## config.mk

```make
export PLATFORM = sky130hd
export DESIGN_NAME = register_load_sequencer
export DESIGN_NICKNAME = d
export VERILOG_FILES = /design/src/rtl/register_load_sequencer.sv
export SDC_FILE = /design/constraint.sdc
export NUM_CORES = 1
export LEC_CHECK = 0
export CORE_ASPECT_RATIO = 0.75
export CORE_UTILIZATION = 30
export DETAILED_ROUTE_END_ITERATION = 12
export SYNTH_ARGS = -nofsm -noshare
export SYNTH_HDL_FRONTEND = slang
export SYNTH_SLANG_ARGS = --single-unit
```

## constraint.sdc

```tcl
create_clock -name Clock -period 5 [get_ports Clock]
set_input_delay 1 -clock Clock [delete_from_list [all_inputs] [get_ports Clock]]
set_output_delay 1 -clock Clock [all_outputs]
set_load 0.01 [all_outputs]
```

## src/rtl/register_load_sequencer.sv

```systemverilog
// ============================================================================
// register_load_sequencer
//
// Purpose:
//   Loads 1..4 bytes from a byte-wide memory into a 32-bit target register.
//   Bytes are read starting at BaseAddr, one per READ/LOAD pair. The first
//   byte is written with a plain load and later bytes shift the register
//   left by 8, so the result ends up big-endian and zero-extended.
//   Optionally, a 2-byte load can be followed by a 16-bit sign extension.
//
// Configuration macro:
//   SIGN_EXT_EN - when defined, a latched SignExt=1 on a 2-byte load adds one
//                 SEXT cycle (RegFunSel=3'b111) before DONE. When undefined,
//                 SEXT is unreachable and SignExt is ignored.
//
// Ports:
//   Clock      in   sole clock, rising edge
//   Reset      in   synchronous, active-high
//   Start      in   load request, only looked at in IDLE
//   ByteCount  in   [2:0] bytes to load, legal 1..4
//   BaseAddr   in   [ADDR_WIDTH-1:0] address of the most-significant byte
//   SignExt    in   request 16-bit sign extension after a 2-byte load
//   MemAddr    out  [ADDR_WIDTH-1:0] byte-memory read address (READ only)
//   MemRd      out  byte-memory read strobe
//   MemData    in   [7:0] read data, valid the cycle after MemRd
//   RegE       out  target register enable
//   RegFunSel  out  [2:0] target function: 100 load, 110 shift-in, 111 sext
//   RegI       out  [31:0] target register data
//   Busy       out  high in every state except IDLE
//   Done       out  one-cycle completion pulse
//   Error      out  one-cycle pulse after a request with illegal ByteCount
// ============================================================================
module register_load_sequencer #(
   parameter int ADDR_WIDTH = 16
) (
   input  logic                  Clock,
   input  logic                  Reset,
   input  logic                  Start,
   input  logic [2:0]            ByteCount,
   input  logic [ADDR_WIDTH-1:0] BaseAddr,
   input  logic                  SignExt,
   output logic [ADDR_WIDTH-1:0] MemAddr,
   output logic                  MemRd,
   input  logic [7:0]            MemData,
   output logic                  RegE,
   output logic [2:0]            RegFunSel,
   output logic [31:0]           RegI,
   output logic                  Busy,
   output logic                  Done,
   output logic                  Error
);

   typedef enum logic [2:0] {
      IDLE = 3'd0,
      READ = 3'd1,
      LOAD = 3'd2,
      SEXT = 3'd3,
      DONE = 3'd4
   } state_t;

   localparam logic [2:0] FS_NONE  = 3'b000;
   localparam logic [2:0] FS_LOAD  = 3'b100;
   localparam logic [2:0] FS_SHIFT = 3'b110;
   localparam logic [2:0] FS_SEXT  = 3'b111;

   state_t                r_state;
   state_t                w_next_state;
   logic [ADDR_WIDTH-1:0] r_base;
   logic [2:0]            r_count;
   logic [1:0]            r_k;
   // Only the last two loaded bytes are ever consumed (by SEXT), so the
   // shadow copy keeps just the low 16 bits of the assembled word.
   logic [15:0]           r_shadow;
   logic                  r_error;

   logic                  w_count_ok;
   logic                  w_accept;
   logic                  w_reject;
   logic                  w_more;
   logic                  w_sext_go;

`ifdef SIGN_EXT_EN
   logic                  r_signext;
`else
   logic                  w_unused_signext;
`endif

   assign w_count_ok = (ByteCount != 3'd0) && (ByteCount <= 3'd4);
   assign w_accept   = (r_state == IDLE) && Start && w_count_ok;
   assign w_reject   = (r_state == IDLE) && Start && !w_count_ok;

   // k is at most 3 and ByteCount at most 4, so the 3-bit sum cannot wrap.
   assign w_more     = ({1'b0, r_k} + 3'd1) < r_count;

`ifdef SIGN_EXT_EN
   assign w_sext_go  = r_signext && (r_count == 3'd2);
`else
   assign w_sext_go        = 1'b0;
   assign w_unused_signext = SignExt;
`endif

   assign Busy  = (r_state != IDLE);
   assign Error = r_error;

   // Control state: reset aborts any load in progress.
   always_ff @(posedge Clock) begin
      if (Reset) begin
         r_state  <= IDLE;
         r_k      <= '0;
         r_shadow <= '0;
         r_error  <= 1'b0;
      end else begin
         r_state <= w_next_state;
         r_error <= w_reject;
         if (w_accept) begin
            r_k      <= '0;
            r_shadow <= '0;
         end else if (r_state == LOAD) begin
            r_shadow <= {r_shadow[7:0], MemData};
            if (w_more) begin
               r_k <= r_k + 2'd1;
            end
         end
      end
   end

   // Request operands are captured once on acceptance and held for the
   // whole load, so input changes while Busy have no effect.
   always_ff @(posedge Clock) begin
      if (w_accept && !Reset) begin
         r_base    <= BaseAddr;
         r_count   <= ByteCount;
`ifdef SIGN_EXT_EN
         r_signext <= SignExt;
`endif
      end
   end

   always_comb begin
      w_next_state = r_state;
      MemRd        = 1'b0;
      MemAddr      = '0;
      RegE         = 1'b0;
      RegFunSel    = FS_NONE;
      RegI         = '0;
      Done         = 1'b0;

      case (r_state)
         IDLE: begin
            if (w_accept) begin
               w_next_state = READ;
            end
         end

         READ: begin
            MemRd        = 1'b1;
            // Address arithmetic wraps modulo 2^ADDR_WIDTH.
            MemAddr      = r_base + ADDR_WIDTH'(r_k);
            w_next_state = LOAD;
         end

         LOAD: begin
            RegE      = 1'b1;
            RegI      = {24'b0, MemData};
            RegFunSel = (r_k == 2'd0) ? FS_LOAD : FS_SHIFT;
            if (w_more) begin
               w_next_state = READ;
            end else if (w_sext_go) begin
               w_next_state = SEXT;
            end else begin
               w_next_state = DONE;
            end
         end

         SEXT: begin
            RegE         = 1'b1;
            RegFunSel    = FS_SEXT;
            RegI         = {16'b0, r_shadow};
            w_next_state = DONE;
         end

         DONE: begin
            Done         = 1'b1;
            w_next_state = IDLE;
         end

         default: begin
            w_next_state = IDLE;
         end
      endcase
   end

endmodule

```

==> results_dict.tcl <==
set metrics [dict create \
    synth_area_per_cell_um2 9.139 \
    p_per_area_nw_per_um2 246.4 \
    synth_area_um2 2193 \
    drc 0 \
    crit_family "flip-flops" \
    synth_cells 240 \
    fin_skew_ps 6.545 \
    cts-root-buf "clkbuf_8" \
    synth.most_common_cell "nand2_1" \
    fin_setup_tns_ps 0 \
    required_ps 4000 \
    regArea_um2 1011 \
    initial_utilization_pct 31.65 \
    clockPowerShare_pct 36.5 \
    cts_buffers 5 \
    grt_pass1_vias 1839 \
    clkLatencyLatePin_ps 300 \
    dr.pass1.iters 4 \
    p_leak_nw 1.095 \
    syn2layout_area_growth_pct 36.97 \
    hold_viol 0 \
    async_reset_ff_share_pct 0 \
    htreeDepth 2 \
    antenna_found_initial 0 \
    first_iter_violations 73 \
    setup_viol 0 \
    timing.final.crit_period_ps 3654 \
    nNetsFinal 343 \
    ctsResizeCount 0 \
    worst-path-buf-inv 1 \
    postCtsHoldBufs 0 \
    p_sw_w 0.0001792 \
    ir_drop_mv 0.1357 \
    grt_max_degree 24 \
    endpoint "MemAddr[5]" \
    path_depth 3 \
    swShare_pct 24.22 \
    p_int_w 0.0005609 \
    core_area_um2 6929 \
    r2r_end "r_k[0]$_SDFFE_PP0P_" \
    fp.dieW_um 100.7 \
    seqPwrFrac_pct 50.2 \
    reg2reg_slack_ps 2640 \
    status "finished clean" \
    synth_edf_count 19 \
    wl_per_cell_um 12.82 \
    power_w 0.0007401 \
    drive_gt1_share_pct 3.595 \
    place_hpwl_um 3857 \
    rsz0062_at_grt "false" \
    num_io_pins 87 \
    reg2reg_from "r_state[0]$_SDFFE_PP0P_" \
    clockBufferDepth 2 \
    worst_slew_pin_slew_ps 1002 \
    ys_types 33 \
    track_usage_pct 14.36 \
    holdPathStages 2 \
    synthTopCellsByCount "39 x nand2_1, 29 x nor2_1, 22 x dfxtp_1" \
    final-max-slew-violation-count 0 \
    post-route-period-util_pct 73.07 \
    comb_power_share_pct 13.2 \
    reg2reg_depth 4 \
    slew_headroom_pct 32.93 \
    num-fill-cells 680 \
    synth_top_cell_area_share_pct 26.01 \
    instances_no_fill 404 \
    rows 26 \
    drt-total-wl_um 5181 \
    postCtsSetupBuffers 0 \
    post-place-cells 396 \
    vias_per_cell 4.532 \
    start_kind "register" \
    routed-via-count 1831 \
    ys_seq_elements 41 \
    yosys_warnings 0 \
    seq_area_frac_synth_pct 46.09 \
    cp_slowest_stage_delay_ps 910 \
    yosysTopAreaCell "edfxtp_1" \
    grt_pass1_wl_um 8576 \
    worstPathArrival_ps 2650 \
    crit_chain "nand2_1 -> nor2_1 -> clkdlybuf4s50_1" \
    num_antenna_cells 0 \
    tritoncts "built" \
    grt_overflow_total 0 \
    ys.flop_type "dfxtp_1" \
    antenna_left 0 \
    synth_area_leaders "edfxtp_1 26%, dfxtp_1 20%, nand2_1 6.7%, buf_4 6.2%, nor2_1 5.0%" \
    io_buffers 69 \
    die_h_um 76.05 \
    multi_input_area_um2 1023 \
    max_freq_mhz 273.7 \
    crit_fanout 23 \
    clk_pin_slew_ps 80 \
    critPathLaunch "r_state[0]$_SDFFE_PP0P_" \
    crit_slowest_cell "dfxtp_1" \
    fp.dieArea_um2 7661 \
    hp-class "register to register" \
    drv_cap 0 \
    crit_path_end_kind "output pin" \
    clock-sinks 41 \
    routabilityCongestion 0.7482 \
    crit_type "register to output pin" \
]
## state kept, by name (all words and copies together), names as in the netlist
| register | cells |
|---|---|
| r_state | 3 |
| r_count | 3 |
| r_k | 2 |
| r_shadow | 16 |
| r_base | 16 |
| Error | 1 |
## per-stage QoR
stage          utilization [%]  hold WS (ps)  area [µm²]  setup slack [ps]
2_1_floorplan                -         431.9        2250              2397
3_3_place_gp             41.69         441.5        2889              1619
3_5_place_dp             41.69         442.7        2889              1594
4_1_cts                  43.36         453.4        3004              1261
5_1_grt                  43.36         466.3        3004              1101
6_report                 43.36         450.7        3004              1346
## logic make-up after synthesis
| kind of cell | Yosys count | synth area share, % |
|---|---|---|
| muxes | 9 | 4.107 |
| buffers and inverters | 36 | 9.811 |
| DFF | 41 | 46.09 |
| other | 1 | 0.1710 |
| xor gates and xnor gates | 14 | 5.591 |
| adders and majority gates | 7 | 4.335 |
| and+or+nand+nor | 105 | 23.16 |
| AOI/OAI and AO/OA | 27 | 6.731 |
## cells in the final DEF, fill, tap and decap left out, types with 3 or more instances in the layout
cell,instances
nand2_1,39
a21oi_1,20
nand3_1,5
dfxtp_1,22
xnor2_1,6
and2_1,3
nor2_1,29
and3_1,11
xor2_1,8
conb_1,16
inv_1,8
or3_1,3
clkbuf_8,5
clkdlybuf4s50_1,69
ha_1,6
nand4_1,6
mux2i_1,9
edfxtp_1,19
## area by class of cell
cell class / instances / area share (%)
multi-input cells: 178 / 34.07
clock buffers: 5 / 2.291
flip-flops and latches: 41 / 33.65
inverters: 9 / 1.125
clock inverters: 3 / 1.541
well taps: 98 / 4.082
repair buffers: 70 / 23.24
## how the worst min path moves through the flow
| stage | startpoint | end |
|---|---|---|
| global placement | r_shadow[8]$_SDFFE_PP0P_ | r_shadow[8]$_SDFFE_PP0P_ |
| floorplan | r_shadow[10]$_SDFFE_PP0P_ | r_shadow[10]$_SDFFE_PP0P_ |
| global route | r_shadow[10]$_SDFFE_PP0P_ | r_shadow[10]$_SDFFE_PP0P_ |
| detailed placement | r_shadow[10]$_SDFFE_PP0P_ | r_shadow[10]$_SDFFE_PP0P_ |
| CTS | r_shadow[10]$_SDFFE_PP0P_ | r_shadow[10]$_SDFFE_PP0P_ |
| finish | r_shadow[10]$_SDFFE_PP0P_ | r_shadow[10]$_SDFFE_PP0P_ |
## power by group through the flow
stage	clock network, W	registers (W)	logic, W
after floorplan	0	0.000374	0.0000609
after global placement	0	0.000379	0.0000975
after detailed placement	0	0.000379	0.0000984
after CTS	0.000279	0.000372	0.0000987
after global routing	0.000289	0.000374	0.000108
final	0.000270	0.000372	0.0000980
## per-layer routing
metal / GRT usage, % / wire (µm)
met2: 21.99 / 2367
met5: 0 / 0
met1: 20.26 / 2449
met4: 5.217 / 73
met3: 2.477 / 291
## worst register-to-register path: stages (launching register included)
cell      delay, ps
dfxtp_1         610
nor3b_2         940
o211ai_1        390
xnor2_1         240
nor2_1           60
Note: power is estimated with default switching activity, not from simulation.
